## src/rtl/spi_flash_tl_bridge.sv

```systemverilog
// spi_flash_tl_bridge: TileLink-UL Get -> SPI flash byte-read PHY bridge.
// Each legal Get becomes 1, 2 or 4 single-byte PHY reads. The bytes are packed
// little-endian into a 32-bit beat by address lane. Writes and malformed requests
// get a denied response and never reach the PHY.
//
// Handshakes: an A beat transfers on a clock edge where a_valid & a_ready are
// both high. A D beat transfers on an edge where d_valid & d_ready are both high.
// Once d_valid rises, every d_* field holds steady until that transfer.
module spi_flash_tl_bridge #(
    parameter int SOURCE_W = 4
) (
    input  logic                lsioc_clk_i,
    input  logic                lsioc_rst_i,
    input  logic                a_valid,
    output logic                a_ready,
    input  logic [2:0]          a_opcode,
    input  logic [2:0]          a_param,
    input  logic [1:0]          a_size,
    input  logic [SOURCE_W-1:0] a_source,
    input  logic [23:0]         a_address,
    input  logic [3:0]          a_mask,
    input  logic [31:0]         a_data,
    output logic                d_valid,
    input  logic                d_ready,
    output logic [2:0]          d_opcode,
    output logic [1:0]          d_size,
    output logic [SOURCE_W-1:0] d_source,
    output logic                d_denied,
    output logic [31:0]         d_data,
    output logic [23:0]         spi_rd_addr_o,
    output logic                rd_o,
    input  logic                busy_i,
    input  logic [7:0]          data_i,
    input  logic                data_vld_i
);

    typedef enum logic [1:0] {IDLE, ISSUE, WAIT, RESP} state_t;

    state_t                state_q, state_d;
    logic [23:0]           ptr_q, ptr_d;
    logic [1:0]            cnt_q, cnt_d;
    logic                  vld_q;
    logic [2:0]            d_opcode_q, d_opcode_d;
    logic [1:0]            d_size_q, d_size_d;
    logic [SOURCE_W-1:0]   d_source_q, d_source_d;
    logic                  d_denied_q, d_denied_d;
    logic [31:0]           d_data_q, d_data_d;

    logic aligned;
    logic legal;
    logic vld_edge;
    logic unused_inputs;

    // Write-data fields carry nothing for a read-only device.
    assign unused_inputs = ^{a_param, a_mask, a_data};

    // Natural alignment check; a size of 3 (8 bytes) is never legal.
    always_comb begin
        aligned = 1'b0;
        case (a_size)
            2'd0:    aligned = 1'b1;
            2'd1:    aligned = ~a_address[0];
            2'd2:    aligned = (a_address[1:0] == 2'b00);
            default: aligned = 1'b0;
        endcase
    end

    assign legal    = (a_opcode == 3'd4) && aligned;
    assign vld_edge = data_vld_i & ~vld_q;

    // Next-state and response-field computation for the request FSM.
    always_comb begin
        state_d    = state_q;
        ptr_d      = ptr_q;
        cnt_d      = cnt_q;
        d_opcode_d = d_opcode_q;
        d_size_d   = d_size_q;
        d_source_d = d_source_q;
        d_denied_d = d_denied_q;
        d_data_d   = d_data_q;
        case (state_q)
            IDLE: begin
                if (a_valid) begin
                    d_opcode_d = (a_opcode == 3'd4) ? 3'd1 : 3'd0;
                    d_size_d   = a_size;
                    d_source_d = a_source;
                    d_denied_d = ~legal;
                    d_data_d   = 32'd0;
                    ptr_d      = a_address;
                    case (a_size)
                        2'd0:    cnt_d = 2'd0;
                        2'd1:    cnt_d = 2'd1;
                        default: cnt_d = 2'd3;
                    endcase
                    state_d = legal ? ISSUE : RESP;
                end
            end
            ISSUE: begin
                if (!busy_i) begin
                    state_d = WAIT;
                end
            end
            WAIT: begin
                if (vld_edge) begin
                    case (ptr_q[1:0])
                        2'd0:    d_data_d[7:0]   = data_i;
                        2'd1:    d_data_d[15:8]  = data_i;
                        2'd2:    d_data_d[23:16] = data_i;
                        default: d_data_d[31:24] = data_i;
                    endcase
                    ptr_d = ptr_q + 24'd1;
                    if (cnt_q == 2'd0) begin
                        state_d = RESP;
                    end else begin
                        cnt_d   = cnt_q - 2'd1;
                        state_d = ISSUE;
                    end
                end
            end
            default: begin
                if (d_ready) begin
                    state_d = IDLE;
                end
            end
        endcase
    end

    // State, pointer, counter, response fields and PHY valid edge register.
    always_ff @(posedge lsioc_clk_i) begin
        if (lsioc_rst_i) begin
            state_q    <= IDLE;
            ptr_q      <= 24'd0;
            cnt_q      <= 2'd0;
            vld_q      <= 1'b0;
            d_opcode_q <= 3'd0;
            d_size_q   <= 2'd0;
            d_source_q <= '0;
            d_denied_q <= 1'b0;
            d_data_q   <= 32'd0;
        end else begin
            state_q    <= state_d;
            ptr_q      <= ptr_d;
            cnt_q      <= cnt_d;
            vld_q      <= data_vld_i;
            d_opcode_q <= d_opcode_d;
            d_size_q   <= d_size_d;
            d_source_q <= d_source_d;
            d_denied_q <= d_denied_d;
            d_data_q   <= d_data_d;
        end
    end

    assign a_ready       = (state_q == IDLE);
    assign d_valid       = (state_q == RESP);
    assign rd_o          = (state_q == ISSUE) && !busy_i;
    assign spi_rd_addr_o = ptr_q;
    assign d_opcode      = d_opcode_q;
    assign d_size        = d_size_q;
    assign d_source      = d_source_q;
    assign d_denied      = d_denied_q;
    assign d_data        = d_data_q;

endmodule

```

## config.mk

```make
export PLATFORM = sky130hd
export DESIGN_NAME = spi_flash_tl_bridge
export DESIGN_NICKNAME = d
export VERILOG_FILES = /design/src/rtl/spi_flash_tl_bridge.sv
export SDC_FILE = /design/constraint.sdc
export NUM_CORES = 1
export LEC_CHECK = 0
export ABC_AREA = 1
export CAP_MARGIN = 25
export CORE_UTILIZATION = 46
export DETAILED_ROUTE_END_ITERATION = 10
export PLACE_DENSITY_LB_ADDON = 0.12
export SETUP_SLACK_MARGIN = 0.1
export SLEW_MARGIN = 30
export SYNTH_ARGS = -nofsm -noshare
export SYNTH_HDL_FRONTEND = slang
export SYNTH_SLANG_ARGS = --single-unit
```

## constraint.sdc

```tcl
create_clock -name lsioc_clk_i -period 3.2 [get_ports lsioc_clk_i]
set_input_delay 0.32 -clock lsioc_clk_i [delete_from_list [all_inputs] [get_ports lsioc_clk_i]]
set_output_delay 0.32 -clock lsioc_clk_i [all_outputs]
set_load 0.005 [all_outputs]
```

Word-level counts from Yosys, hierarchy flattened
Index checks and enable logic that the tools add are counted.
- add/subtract/negate cells: 2
- equal/unequal tests: 16
- multiplexer cells: 24
- bitwise gates (word level): 4
- reduce and logical (&&, ||, !) cells: 19
- operators with widths (kind ; number):
    $mux 32 ; 2
    $pmux 32 s2 ; 1
    $mux 24 ; 2
    $pmux 24 s2 ; 1
    $mux 8 ; 4
    $add 24x1->24 const B ; 1
    $reduce_and 4->1 ; 6
    $mux 2 ; 9
    $logic_not 2->1 ; 5
    $ne 2x2->1 const B ; 5
    $eq 2x2->1 const B ; 4
    $pmux 2 s2 ; 2
    $eq 2x1->1 const B ; 3
    $ne 2x1->1 const B ; 3
    $pmux 2 s3 ; 1
    $reduce_bool 4->1 ; 1
    $eq 3x3->1 const B ; 1
    $not 1->1 ; 3
    $pmux 1 s3 ; 1
    $reduce_and 3->1 ; 1
    $reduce_or 3->1 ; 1
    $logic_and 1x1->1 ; 2
    $reduce_and 2->1 ; 1
    $reduce_bool 2->1 ; 1
    other kinds (4) ; 4
- register bits after elaboration: 71
- bits of input ports: 86
- logic and storage cells: 77

Logic depth before layout (Yosys ltp)
Gate-level depths: netlist of the first run.
- depth after elaboration: 6
- gate-level depth with buffers: 12
- depth with buffers taken out: 10

Worst setup path after synthesis of the first run
Ideal clock, no wire load.
- path type: reg2reg
- start: register state_q[0]
- end: register d_data_q[22] (netlist: d_data[22])
- setup time: 118 ps
- arrival: 1587 ps
- setup slack: 1495 ps
- cell stages (with the launch flop): 13
- path buffers: 2
- period minus slack after synthesis: 1705 ps
- cells stage by stage: dfxtp_1 > inv_1 > ha_1 > inv_2 > or2_1 > nand2_2 > nor2_4 > inv_4 > buf_12 > nor2_8 > buf_6 > o21ai_2 > a21oi_2
- longest elaborated chain between the ends: 3
- elaborated cells between the ends (all ways): 8
- those cells by class: 4 x eq/ne; 1 x mux; 3 x reduce/logical
- ends and longest elaborated chain (element ; line ; text):
    from (decl) ; 39 ; state_t state_q, state_d;
    from (signal assigned) ; 141 ; state_q <= state_d;
    $logic_not 2->1 * ; -- ;
    via a_ready ; 15 ; output logic a_ready,
    $ne 2x2->1 (no line) or $reduce_bool 2->1 (tied branches) ; -- ;
    $reduce_and 4->1 (no line) ; -- ;
    to (signal assigned) ; 149 ; d_data_q <= d_data_d;
    to (decl) ; 47 ; logic [31:0] d_data_q, d_data_d;
The timed path passes the listed nets; every way through them passes the cells marked *.
A chain may end at the register's enable or synchronous reset.

Worst setup path in the final report of the first run
- start: register state_q[0]
- end: register d_data_q[29] (netlist: d_data[29])
- longest elaborated chain between the ends: 3
- elaborated cells between the ends (all ways): 8
- those cells by class: 4 x eq/ne; 1 x mux; 3 x reduce/logical
- ends and longest elaborated chain (element ; line ; text):
    $eq 2x2->1 or $logic_not 2->1 (tied branches) ; 81 ; case (state_q)
    $ne 2x2->1 (no line) or $reduce_bool 2->1 (tied branches) ; -- ;
    $reduce_and 4->1 (no line) ; -- ;
Several ways; a longest one is shown, not always the timed one.

==> results of run 1 <==
==> path summary, 6_finish.rpt <==
kind                   start  slack (ns)          to
hold / removal      cnt_q[1]        0.48    cnt_q[1]
setup / recovery  state_q[0]        0.80  d_data[29]
setup reg to reg  state_q[0]        0.80  d_data[29]
hold reg to reg     cnt_q[1]        0.48    cnt_q[1]
==> power by group <==
group          leakage (nW)  switching (mW)  internal [mW]
Combinational          1.16            1.32           1.13
Clock                0.0927           0.388          0.297
Sequential            0.569           0.301           1.22
Total                  1.82            2.01           2.66
==> worst reg2reg max path: stages, from the launching register on <==
cell and delay (ns):
dfxtp_1 0.34, inv_1 0.11, ha_1 0.55, inv_1 0.42, buf_4 0.31, nor2_1 0.18, nor2_4 0.12, o21ai_0 0.19
a21oi_1 0.06
==> kinds of logic (layout without fill, tap and decap cells) <==
kind of cell	after synthesis	count (layout)
buffers and inverters	65	172
adder cells (fa/ha/maj)	9	9
flip-flops	69	69
other	1	2
XOR/XNOR	1	1
AO/OA/AOI/OAI	146	146
AND/OR/NAND/NOR	209	209
==> cell usage in the layout (no fill, tap or decap), types with 3 or more instances in the layout <==
cell,instances
clkdlybuf4s50_1,113
nand2_1,104
dfxtp_1,69
a21oi_1,66
nor2_1,62
o21ai_0,60
inv_1,35
nand3_1,23
ha_1,9
clkbuf_8,9
o21ai_1,6
buf_4,5
o21ai_2,4
nor3_1,4
nand4_1,3
nor2_8,3
inv_6,3
==> state kept, by name (all words and copies together), names as in the netlist <==
| signal | cells |
|---|---|
| d_source | 4 |
| d_data | 32 |
| cnt_q | 2 |
| d_denied | 1 |
| d_opcode | 1 |
| spi_rd_addr_o | 24 |
| vld_q | 1 |
| state_q | 2 |
| d_size | 2 |
==> stage by stage <==
stage	power, mW	area (sq um)	setup slack [ns]	hold slack [ns]
2_1_floorplan	3.08	3510	1.50	0.399
3_3_place_gp	3.92	4630	0.896	0.444
3_5_place_dp	3.98	4630	0.799	0.463
4_1_cts	4.69	4820	0.777	0.476
5_1_grt	5.04	4820	0.563	0.509
6_report	4.66	4820	0.800	0.476
==> final cells by class <==
type	instances	area (sq um)
Clock buffer	9	124
Clock inverter	7	62.6
Fill cell	684	2470
Inverter	38	145
Multi-Input combinational cell	367	1810
Sequential cell	69	1380
Tap cell	99	124
Timing Repair Buffer	118	1170
==> layer usage <==
layer  track usage, %  routed length [microns]  up-vias  share of wire, %
met1             29.7                     4170     1650                44
met5                0                        0        -                 0
met4             6.20                       78        0              0.82
met3             9.33                      724        4               7.6
li1                 -                        -     1850                 -
met2             41.2                     4570      112                48
==> impl_metrics.toml, run 1 <==
[outcome]
status = "finished, final reports clean"

[synthesis]
synth.top_cells.by_count = "104 x nand2_1, 69 x dfxtp_1, 66 x a21oi_1"
synth_compound_area_share_pct = 22.0
synth.avg_cell_area_sq_um = 7.00
yosysTopAreaCellShare_pct = 39.4
syn_inst = 500
ys_types = 38
synth_xor_area_share_pct = 0.250
synthSimpleGateAreaFrac_pct = 26.0
synth_mux_area_share_pct = 0
ys_seq_area_share_pct = 39.4
synth.largest_area_cell = "dfxtp_1"
synth.top_cells.by_area = "dfxtp_1 39%, nand2_1 11%, a21oi_1 9.4%"
synth_edf_count = 0
netlist_area_sq_um = 3500
async_flop_share_pct = 0
synthFlopType = "dfxtp_1"
synth_top_family_by_area = "simple AND/OR/NAND/NOR gates"
yosys.area_share.adder_pct = 3.22
yosys_warnings = 0
yosysMostFrequentCell = "nand2_1"
synth-seq-cells = 69

[worst_setup_path]
path_buf_inv = 3
worstPathCellList = "inv_1 -> ha_1 -> inv_1 -> buf_4 -> nor2_1 -> nor2_4 -> o21ai_0 -> a21oi_1"
critical_path.startpoint_type = "flip-flop"
rr_worst_depth = 8
worstSetupPathDepth = 8
crit_arrival_ns = 2.63
max_stage_delay_ns = 0.55
path_delay_family = "buffers and inverters"
cp-end-kind = "flip-flop"
crit_slowest_cell = "ha_1"
crit_top_cell = "inv_1"
critPathMaxFanout = 17
worstPathRequired_ns = 3.43
path_class = "flip-flop to flip-flop"

[clock_network]
clockRootBuffer = "clkbuf_8"
hold_buffers = 0
clkTransAtPathRegs_ns = 0.08
numClockSinks = 69
cts_made_buffers = 9
cts_setup_buffers = 0
cts_tree = "done"
cts_resized = 0
cts_buffer_depth = 2
h-tree-depth = 3
clk_latency_ns = 0.35

[layout]
drive_gt1_share_pct = 6.41
area_delta_synth_final_pct = 37.5
finalNetCount = 698
post-route-util_pct = 66.1
final_cells = 707
n_antenna_cell = 0

[grt]
gr-usage-all-layers_pct = 24.5
grt.overflow.total = 0
grt_max_degree = 49
antenna_found_initial = 0
grt_pass1_wl_microns = 14900
grt_pass1_vias = 3216

[sta]
tightest_slew_ns = 0.606
finalHoldViolCount = 0
min_period_ns = 2.40
finalClockSkew_ns = 0.00820
max_freq_mhz = 417
setup_violations = 0
rsz0062_at_grt = "false"
maxSlewViolCount = 0
relSlewSlack_pct = 59.6
tns_ns = 0
period_share_pct = 75.0

[placement]
io_buffers = 113
routabilityCongestion = 0.860
place_hpwl_microns = 6640
dpl.cell_count = 691

[floorplanning]
die_y_microns = 89.3
coreArea_sq_um = 7290
num_io_pins = 155
rows = 31
die_w_microns = 89.3
dieArea_sq_um = 7970
start_util_pct = 48.0

[power_and_ir_drop]
peakVddDrop_uv = 567
power_density_nw_per_um2 = 968
leakagePower_nw = 1.82

[drt]
dr.pass1.iters = 4
num_vias = 3616
wl_per_cell_microns = 13.5
wl_microns = 9550
route.detailed.drc = 0
final_antenna_net_count = 0
via_per_inst = 5.11
drt_iter0_markers = 130

[hold_path]
worstHoldPathType = "flip-flop to flip-flop"
whs_path_depth = 2

[flow_run]
cap_violations = 0
Note: power is estimated with default switching activity, not from simulation.
==> run 2: changes to the inputs <==
Settings changed: CORE_UTILIZATION 46 to 38.
Clock period 3.2 ns to 2.1 ns, I/O delays scaled along.
==> impl_metrics.toml, run 2 (synthesis results as in run 1) <==
[clock_network]
cts_tree = "done"
h-tree-depth = 3
cts_buffer_depth = 2
numClockSinks = 69
cts_made_buffers = 9
clkTransAtPathRegs_ns = 0.08
clockRootBuffer = "clkbuf_8"
clk_latency_ns = 0.34

[grt]
gr-usage-all-layers_pct = 19.9
antenna_found_initial = 0
grt_max_degree = 49
grt_pass1_vias = 3380
grt.overflow.total = 0
grt_pass1_wl_microns = 15600

[worst_setup_path]
crit_arrival_ns = 2.07
cp-end-kind = "flip-flop"
rr_worst_depth = 11
reg2reg_from = "state_q[0]"
r2r_slack_ns = 0.25
critPathMaxFanout = 16
path_class = "flip-flop to flip-flop"
critical_path.startpoint_type = "flip-flop"
worstPathRequired_ns = 2.33
r2r_end = "d_data[24]"

[power_and_ir_drop]
leakagePower_nw = 1.86
switching_share_pct = 41.4
power_density_nw_per_um2 = 1500
p_comb_share_pct = 53.3
p_switching_mw = 3.06
peakVddDrop_uv = 738
p_int_mw = 4.33
p_seq_share_pct = 31.4
finalPower_mw = 7.40
clock_power_share_pct = 15.3

[drt]
drt_iter0_markers = 113
final_antenna_net_count = 0
dr.pass1.iters = 7
wl_per_cell_microns = 13.2
num_vias = 3608
route.detailed.drc = 6
via_per_inst = 5.00
wl_microns = 9500

[sta]
period_share_pct = 88.0
finalClockSkew_ns = 0.00949
min_period_ns = 1.85
setup_violations = 0
maxSlewViolCount = 0
setup_ws_ns = 0.252
finalHoldViolCount = 0
tns_ns = 0
rsz0062_at_grt = "false"
max_freq_mhz = 541
whs_ns = 0.434

[hold_path]
hold_end = "vld_q"
worstHoldPathType = "input port to flip-flop"
whs_path_depth = 3
min-delay-start = "data_vld_i"

[layout]
drive_gt1_share_pct = 7.83
n_antenna_cell = 0
largest_register_ffs = 32
post-route-util_pct = 55.9
area_delta_synth_final_pct = 40.5
final_common_cell = "clkdlybuf4s50_1"
mostFrequentLayoutCells = "113 x clkdlybuf4s50_1, 104 x nand2_1, 69 x dfxtp_1"
finalNetCount = 703

[placement]
place_hpwl_microns = 6830
io_buffers = 113
dp_slack_ns = 0.168
routabilityCongestion = 0.909

[flow_run]
cap_violations = 0

[floorplanning]
die_y_microns = 98
coreArea_sq_um = 8810
die_w_microns = 98
num_io_pins = 155
rows = 34
start_util_pct = 39.8
dieArea_sq_um = 9600

[outcome]
status = "complete, but fails checks"
failed_checks = "DRC"
run 2: cell count changes in the layout (fill, tap and decap cells not counted), moves of 2 or more:
cell    delta
buf_6      +2
ha_2       +2
buf_4      +2
nor2_1     -2
ha_1       -2
run 2: worst max-delay path by stage:
| stage | start | endpoint |
|---|---|---|
| after global placement | state_q[0] | d_data[1] |
| after CTS | state_q[0] | d_data[24] |
| final | state_q[0] | d_data[24] |
| after global routing | state_q[0] | d_data[29] |
| after detailed placement | state_q[0] | d_data[4] |
| after floorplan | state_q[0] | d_data[22] |
run 2: layout make-up:
cell class | count | area, sq um
fillers | 868 | 3890
multi-input cells | 367 | 1830
flip-flops and latches | 69 | 1380
repair buffers | 123 | 1230
inverters | 38 | 145
well taps | 108 | 135
clock buffers | 9 | 124
clock inverters | 7 | 81.3
run 2: per-layer routing:
metal / wire length (microns) / global-route usage, % / vias to the layer above
met3: 783 / 6.23 / 11
li1: - / - / 1854
met4: 114 / 7.46 / 0
met2: 4520 / 32.3 / 120
met1: 4090 / 24.6 / 1623
met5: 0 / 0 / -
run 2: power by group through the flow:
| stage | clock [mW] | sequential, mW | combinational (mW) |
|---|---|---|---|
| after floorplan | 0 | 2.30 | 2.39 |
| after global placement | 0 | 2.32 | 3.75 |
| after detailed placement | 0 | 2.33 | 3.81 |
| after CTS | 1.16 | 2.32 | 3.83 |
| after global routing | 1.22 | 2.41 | 4.39 |
| final | 1.13 | 2.32 | 3.94 |
run 2: worst max-delay path: stages, from the launching register on:
cell     delay [ns]
dfxtp_1        0.34
inv_1          0.12
ha_2           0.24
inv_2          0.04
or2_1          0.22
nand2_2        0.09
nor2_4         0.05
inv_4          0.19
nor2_4         0.08
buf_12         0.15
o21ai_0        0.15
a21oi_1        0.06
run 2: timing repair:
item,in CTS,in global routing
hold buffers,0,0
endpoints found under the setup margin,0,48
buffers inserted,0,1
resized for setup,0,7
run 2: stage by stage:
step           instances  cell area (sq um)
3_5_place_dp         704               4670
3_3_place_gp         704               4670
6_report             721               4920
4_1_cts              720               4880
2_1_floorplan        501               3510
5_1_grt              721               4920
==> run 3: changes to the inputs <==
Settings changed: GPL_ROUTABILITY_DRIVEN from default to 0.
==> results of run 3 <==
No change in the layout: final DEF, timing and power equal those of run 2.
